--- src/rtl/load_store_unit_if.sv ---
// Word-organised data-memory port: request/grant handshake with a separate
// read-response strobe. The LSU is the master side.
interface load_store_unit_if #(
   parameter int DATA_W     = 32,
   parameter int DM_ADDRESS = 9
);
   logic                  mem_req;
   logic                  mem_we;
   logic [DM_ADDRESS-3:0] mem_addr;
   logic [3:0]            mem_be;
   logic [DATA_W-1:0]     mem_wdata;
   logic                  mem_gnt;
   logic                  mem_rvalid;
   logic [DATA_W-1:0]     mem_rdata;

   modport master (
      output mem_req, mem_we, mem_addr, mem_be, mem_wdata,
      input  mem_gnt, mem_rvalid, mem_rdata
   );

   modport slave (
      input  mem_req, mem_we, mem_addr, mem_be, mem_wdata,
      output mem_gnt, mem_rvalid, mem_rdata
   );
endinterface

--- src/rtl/load_store_unit.sv ---
// RV32I memory-stage load/store unit: byte-enabled word accesses to data
// memory, formatted load results, and a pipeline stall while busy.
//
// state  | meaning
// IDLE   | sample MemRead/MemWrite; fault check; launch request
// REQ    | mem_req held with stable fields until mem_gnt
// WAIT_R | load granted, waiting for mem_rvalid
// DONE   | one cycle with stall low so the pipeline advances
module load_store_unit #(
   parameter int DATA_W     = 32,
   parameter int DM_ADDRESS = 9
) (
   input  logic                  clk,
   input  logic                  reset,
   input  logic                  mem_read,
   input  logic                  mem_write,
   input  logic [DM_ADDRESS-1:0] addr,
   input  logic [DATA_W-1:0]     wr_data,
   input  logic [2:0]            funct3,
   output logic [DATA_W-1:0]     rd_data,
   output logic                  stall,
   output logic                  access_fault,
   load_store_unit_if.master     mem
);

   typedef enum logic [1:0] {IDLE, REQ, WAIT_R, DONE} state_t;

   state_t            state, state_nxt;
   logic              access;
   logic              load_ok;
   logic              store_ok;
   logic              misalign;
   logic              fault_raw;
   logic              valid;
   logic [3:0]        be_nxt;
   logic [DATA_W-1:0] wdata_nxt;
   logic [2:0]        fmt_f3;
   logic [1:0]        fmt_off;
   logic [7:0]        lane_byte;
   logic [15:0]       lane_half;
   logic [DATA_W-1:0] load_val;

   always_comb begin
      access    = mem_read ^ mem_write;
      load_ok   = funct3 inside {3'b000, 3'b001, 3'b010, 3'b100, 3'b101};
      store_ok  = funct3 inside {3'b000, 3'b001, 3'b010};
      misalign  = ((funct3[1:0] == 2'b01) && addr[0]) ||
                  ((funct3[1:0] == 2'b10) && (addr[1:0] != 2'b00));
      fault_raw = (mem_read && mem_write) ||
                  (access && (misalign || (mem_read && !load_ok) ||
                              (mem_write && !store_ok)));
      valid     = (state == IDLE) && access && !fault_raw;
   end

   // Both combinational outputs are forced low while reset is held, even
   // though the held-reset state is IDLE and would otherwise evaluate inputs.
   assign access_fault = reset && (state == IDLE) && fault_raw;
   assign stall        = reset && (valid || (state == REQ) || (state == WAIT_R));

   always_comb begin
      be_nxt    = 4'b1111;
      wdata_nxt = wr_data;
      if (mem_write) begin
         case (funct3[1:0])
            2'b00: begin
               be_nxt    = 4'b0001 << addr[1:0];
               wdata_nxt = {4{wr_data[7:0]}};
            end
            2'b01: begin
               be_nxt    = addr[1] ? 4'b1100 : 4'b0011;
               wdata_nxt = {2{wr_data[15:0]}};
            end
            default: ;
         endcase
      end
   end

   always_comb begin
      case (fmt_off)
         2'd0:    lane_byte = mem.mem_rdata[7:0];
         2'd1:    lane_byte = mem.mem_rdata[15:8];
         2'd2:    lane_byte = mem.mem_rdata[23:16];
         default: lane_byte = mem.mem_rdata[31:24];
      endcase
      lane_half = fmt_off[1] ? mem.mem_rdata[31:16] : mem.mem_rdata[15:0];
      case (fmt_f3)
         3'b000:  load_val = {{24{lane_byte[7]}}, lane_byte};
         3'b001:  load_val = {{16{lane_half[15]}}, lane_half};
         3'b100:  load_val = {24'd0, lane_byte};
         3'b101:  load_val = {16'd0, lane_half};
         default: load_val = mem.mem_rdata;
      endcase
   end

   always_ff @(posedge clk or negedge reset) begin
      if (!reset) state <= IDLE;
      else        state <= state_nxt;
   end

   always_comb begin
      state_nxt = state;
      case (state)
         IDLE:    if (valid) state_nxt = REQ;
         REQ:     if (mem.mem_gnt) state_nxt = mem.mem_we ? DONE : WAIT_R;
         WAIT_R:  if (mem.mem_rvalid) state_nxt = DONE;
         default: state_nxt = IDLE;
      endcase
   end

   always_ff @(posedge clk or negedge reset) begin
      if (!reset) begin
         mem.mem_req   <= 1'b0;
         mem.mem_we    <= 1'b0;
         mem.mem_addr  <= '0;
         mem.mem_be    <= 4'b0000;
         mem.mem_wdata <= '0;
         fmt_f3        <= 3'b000;
         fmt_off       <= 2'b00;
         rd_data       <= '0;
      end else begin
         case (state)
            IDLE: if (valid) begin
               mem.mem_req   <= 1'b1;
               mem.mem_we    <= mem_write;
               mem.mem_addr  <= addr[DM_ADDRESS-1:2];
               mem.mem_be    <= be_nxt;
               mem.mem_wdata <= wdata_nxt;
               fmt_f3        <= funct3;
               fmt_off       <= addr[1:0];
            end
            REQ:     if (mem.mem_gnt) mem.mem_req <= 1'b0;
            WAIT_R:  if (mem.mem_rvalid) rd_data <= load_val;
            default: ;
         endcase
      end
   end

endmodule

--- src/flat_wrapper.sv ---
// flat-port wrapper written by rule: the top's interface ports become plain ports
module load_store_unit_flat 
#(
   parameter int DATA_W     = 32,
   parameter int DM_ADDRESS = 9
)
  (clk, reset, mem_read, mem_write, addr, wr_data, funct3, rd_data, stall, access_fault, mem_mem_req, mem_mem_we, mem_mem_addr, mem_mem_be, mem_mem_wdata, mem_mem_gnt, mem_mem_rvalid, mem_mem_rdata);
  load_store_unit_if #(.DATA_W(DATA_W), .DM_ADDRESS(DM_ADDRESS)) mem_i ();
  input  logic clk;
  input  logic reset;
  input  logic mem_read;
  input  logic mem_write;
  input  logic [DM_ADDRESS-1:0] addr;
  input  logic [DATA_W-1:0] wr_data;
  input  logic [2:0] funct3;
  output logic [DATA_W-1:0] rd_data;
  output logic stall;
  output logic access_fault;
  output wire logic [$bits(mem_i.mem_req)-1:0] mem_mem_req;
  output wire logic [$bits(mem_i.mem_we)-1:0] mem_mem_we;
  output wire logic [$bits(mem_i.mem_addr)-1:0] mem_mem_addr;
  output wire logic [$bits(mem_i.mem_be)-1:0] mem_mem_be;
  output wire logic [$bits(mem_i.mem_wdata)-1:0] mem_mem_wdata;
  input wire logic [$bits(mem_i.mem_gnt)-1:0] mem_mem_gnt;
  input wire logic [$bits(mem_i.mem_rvalid)-1:0] mem_mem_rvalid;
  input wire logic [$bits(mem_i.mem_rdata)-1:0] mem_mem_rdata;
  assign mem_mem_req = mem_i.mem_req;
  assign mem_mem_we = mem_i.mem_we;
  assign mem_mem_addr = mem_i.mem_addr;
  assign mem_mem_be = mem_i.mem_be;
  assign mem_mem_wdata = mem_i.mem_wdata;
  assign mem_i.mem_gnt = mem_mem_gnt;
  assign mem_i.mem_rvalid = mem_mem_rvalid;
  assign mem_i.mem_rdata = mem_mem_rdata;
  load_store_unit #(.DATA_W(DATA_W), .DM_ADDRESS(DM_ADDRESS)) u_core (.clk(clk), .reset(reset), .mem_read(mem_read), .mem_write(mem_write), .addr(addr), .wr_data(wr_data), .funct3(funct3), .rd_data(rd_data), .stall(stall), .access_fault(access_fault), .mem(mem_i));
endmodule
--- config.mk ---
export PLATFORM = sky130hd
export DESIGN_NAME = load_store_unit_flat
export DESIGN_NICKNAME = d
export VERILOG_FILES = /design/src/rtl/load_store_unit_if.sv /design/src/rtl/load_store_unit.sv /design/src/flat_wrapper.sv
export SDC_FILE = /design/constraint.sdc
export NUM_CORES = 1
export LEC_CHECK = 0
export CAP_MARGIN = 15
export CORE_ASPECT_RATIO = 0.75
export CORE_MARGIN = 1
export CORE_UTILIZATION = 50
export DETAILED_ROUTE_END_ITERATION = 12
export GPL_ROUTABILITY_DRIVEN = 0
export GPL_TIMING_DRIVEN = 1
export PLACE_DENSITY = 0.87
export SLEW_MARGIN = 0
export SYNTH_ARGS = -nofsm -noshare
export SYNTH_HDL_FRONTEND = slang
export SYNTH_SLANG_ARGS = --single-unit
--- constraint.sdc ---
create_clock -name clk -period 5 [get_ports clk]
set_clock_uncertainty 0.05 [all_clocks]
set_input_delay 1 -clock clk [delete_from_list [all_inputs] [get_ports clk]]
set_output_delay 1 -clock clk [all_outputs]
set_load 0.01 [all_outputs]
==> qor.yml <==
ys_types: 46
power_density_nw_per_um2: 580
cp.arrival_ns: 3.03
worst_pin_slew_ns: 1.03
dieArea_sq_um: 9740
ys_warn_count: 0
drtIter0Drc: 285
vias: 3912
setup_tns_ns: 0
ctsHoldBuffers: 0
fin_area_sq_um: 6600
ant_nets: 0
drc: 0
ys_seq_area_frac: 0.450
rsz0062_at_grt: "false"
relSlewSlack: 0.306
drv_slew: 0
placement.io_buffers: 160
dieWidth_um: 114
hold_violations: 0
cp-endpoint: "stall"
setup_violations: 0
syn_inst: 429
synth_edf_count: 0
power_mw: 3.83
syn_area_sq_um: 4670
crit_start: "mem_write"
p_leak_nw: 2.77
synth.avg_cell_area_sq_um: 10.9
synth_top_area_cell: "dfrtp_1"
die_y_um: 85.7
start_util: 0.517
clock-sinks: 84
critPathMaxFanout: 5
synth_top_area_frac: 0.450
firstDrtPassIters: 5
ys_async_sr_fraction: 1.00
hpwl_mm: 9.42
max-cap-violations: 0
max_clock_freq_mhz: 245
clk_latency_ns: 0.33
ff2ff_path_depth: 6
path_clk_slew_ns: 0.07
grt_max_degree: 79
required_ns: 3.95
cts_buffer_depth: 2
reg2reg_from: "u_core.state[1]$_DFFE_PN0P_"
min_path_type: "input pin to asynchronous set/reset pin"
critPathKind: "input pin to output port"
ys_ff_latch: 84
ctsRootBufferMaster: "clkbuf_16"
rows: 30
n_antenna_cell: 0
cts_made_buffers: 9
yosysMostFrequentCell: "dfrtp_1"
wl_mm: 12.8
viasPerCell: 5.48
cts_tree: "built"
place_area_sq_um: 6290
antenna_found_initial: 0
ios: 161
cts_setup_buffers: 0
h-tree-depth: 3
syn_to_final_growth_pct: 41.2
core-area_sq_um: 9050
grt_pass1_vias: 3831
drive_gt1_frac: 0.166
r2r-end: "u_core.mem.mem_wdata[27]$_DFFE_PN0P_"
ir_drop_mv: 0.320
fin_crit_sh: 0.816
grt_usage: 0.267
timing.final.crit_period_ns: 4.08
ys.flop_type: "dfrtp_1"
drt-wirelength-per-cell_um: 18.0
end_kind: "output port"
syn_nets: 516
start_kind: "input pin"
grt_pass1_wl_mm: 20.1
cts-resized-gates: 0
rrSetupSlack_ns: 2.18
grt_overflow: 0
status: "complete, no violations"
synth.area.top_cells: "dfrtp_1, mux2_4, mux2_2, o21ai_0, nand2_1"
yosys-top-cells-count: "dfrtp_1, nand2_1, o21ai_0"
layout.nets: 668
## cell usage in the layout (no fill, tap or decap), types with 3 or more instances in the layout
cell / netlist / final
a21oi_1: 30 / 30
o21ai_0: 49 / 49
nand3b_1: 8 / 8
clkbuf_16: 0 / 9
nand2_1: 54 / 54
mux2_2: 24 / 24
nor2_1: 3 / 3
clkdlybuf4s50_1: 0 / 159
nor2b_1: 11 / 11
ha_1: 5 / 5
nand2b_1: 12 / 12
inv_1: 9 / 9
buf_4: 3 / 11
mux2_4: 36 / 36
nand3_1: 3 / 3
a211oi_1: 3 / 3
mux2i_1: 20 / 20
nor3_1: 5 / 5
dfrtp_1: 84 / 84
o211ai_1: 19 / 19
## final cells by class
class / count / area, sq um
Sequential cell: 84 / 2100
Multi-Input combinational cell: 307 / 2320
Clock inverter: 6 / 63.8
Tap cell: 128 / 160
Clock buffer: 10 / 239
Fill cell: 643 / 2450
Inverter: 9 / 33.8
Timing Repair Buffer: 170 / 1670
## cells by family (layout without fill, tap and decap cells)
family                   after synthesis  count (layout)  synth area share
buffers and inverters                 38             195            0.0530
AO/OA/AOI/OAI                        109             109             0.137
multiplexers                          82              82             0.221
adder cells (fa/ha/maj)                5               5            0.0134
flip-flops                            84              84             0.450
AND/OR/NAND/NOR                      111             111             0.126
## critical path, cell delays in order
cell and delay, ns:
clkdlybuf4s50_1 0.48, ha_1 0.34, or2b_2 0.35, nor4_4 0.18, o31a_1 0.15, clkdlybuf4s50_1 0.53
## sequential cells by signal, indices dropped and copies added, names as in the netlist
| name | flops |
|---|---|
| u_core.mem.mem_wdata | 32 |
| u_core.rd_data | 32 |
| u_core.mem.mem_addr | 7 |
| u_core.mem.mem_be | 4 |
| u_core.fmt_f3 | 3 |
| u_core.fmt_off | 2 |
| u_core.state | 2 |
| u_core.mem.mem_req | 1 |
| u_core.mem.mem_we | 1 |
## layer usage
layer / vias up / global-route usage / part of all wire
met5: - / 0 / 0
met4: 0 / 0.0813 / 0.015
met3: 18 / 0.0466 / 0.041
met2: 130 / 0.431 / 0.49
met1: 1932 / 0.369 / 0.46
li1: 1832 / - / -
## power breakdown
part           internal (mW)  switching [mW]  total (mW)
Clock                  0.400           0.265       0.665
Sequential              1.02           0.264        1.28
Combinational           1.08           0.795        1.88
Total                   2.50            1.32        3.83
## stage by stage
stage | hold WS [ns] | instances | utilization | setup slack [ns]
global placement | 0.411 | 698 | 0.696 | 0.976
CTS | 0.417 | 714 | 0.729 | 0.913
global route | 0.417 | 714 | 0.729 | 0.808
floorplan | 0.456 | 429 | - | 1.63
detailed placement | 0.425 | 698 | 0.696 | 0.923
finish | 0.428 | 714 | 0.729 | 0.919
## how the worst min path moves through the flow
stage / to / slack (ns)
after detailed placement: u_core.rd_data[1]$_DFFE_PN0P_ / 0.43
after global routing: u_core.mem.mem_addr[2]$_DFFE_PN0P_ / 0.42
after global placement: u_core.rd_data[6]$_DFFE_PN0P_ / 0.41
final: u_core.mem.mem_addr[2]$_DFFE_PN0P_ / 0.43
after CTS: u_core.mem.mem_addr[2]$_DFFE_PN0P_ / 0.42
after floorplan: u_core.fmt_f3[2]$_DFFE_PN0P_ / 0.46
(Power assumes the default switching activity.)
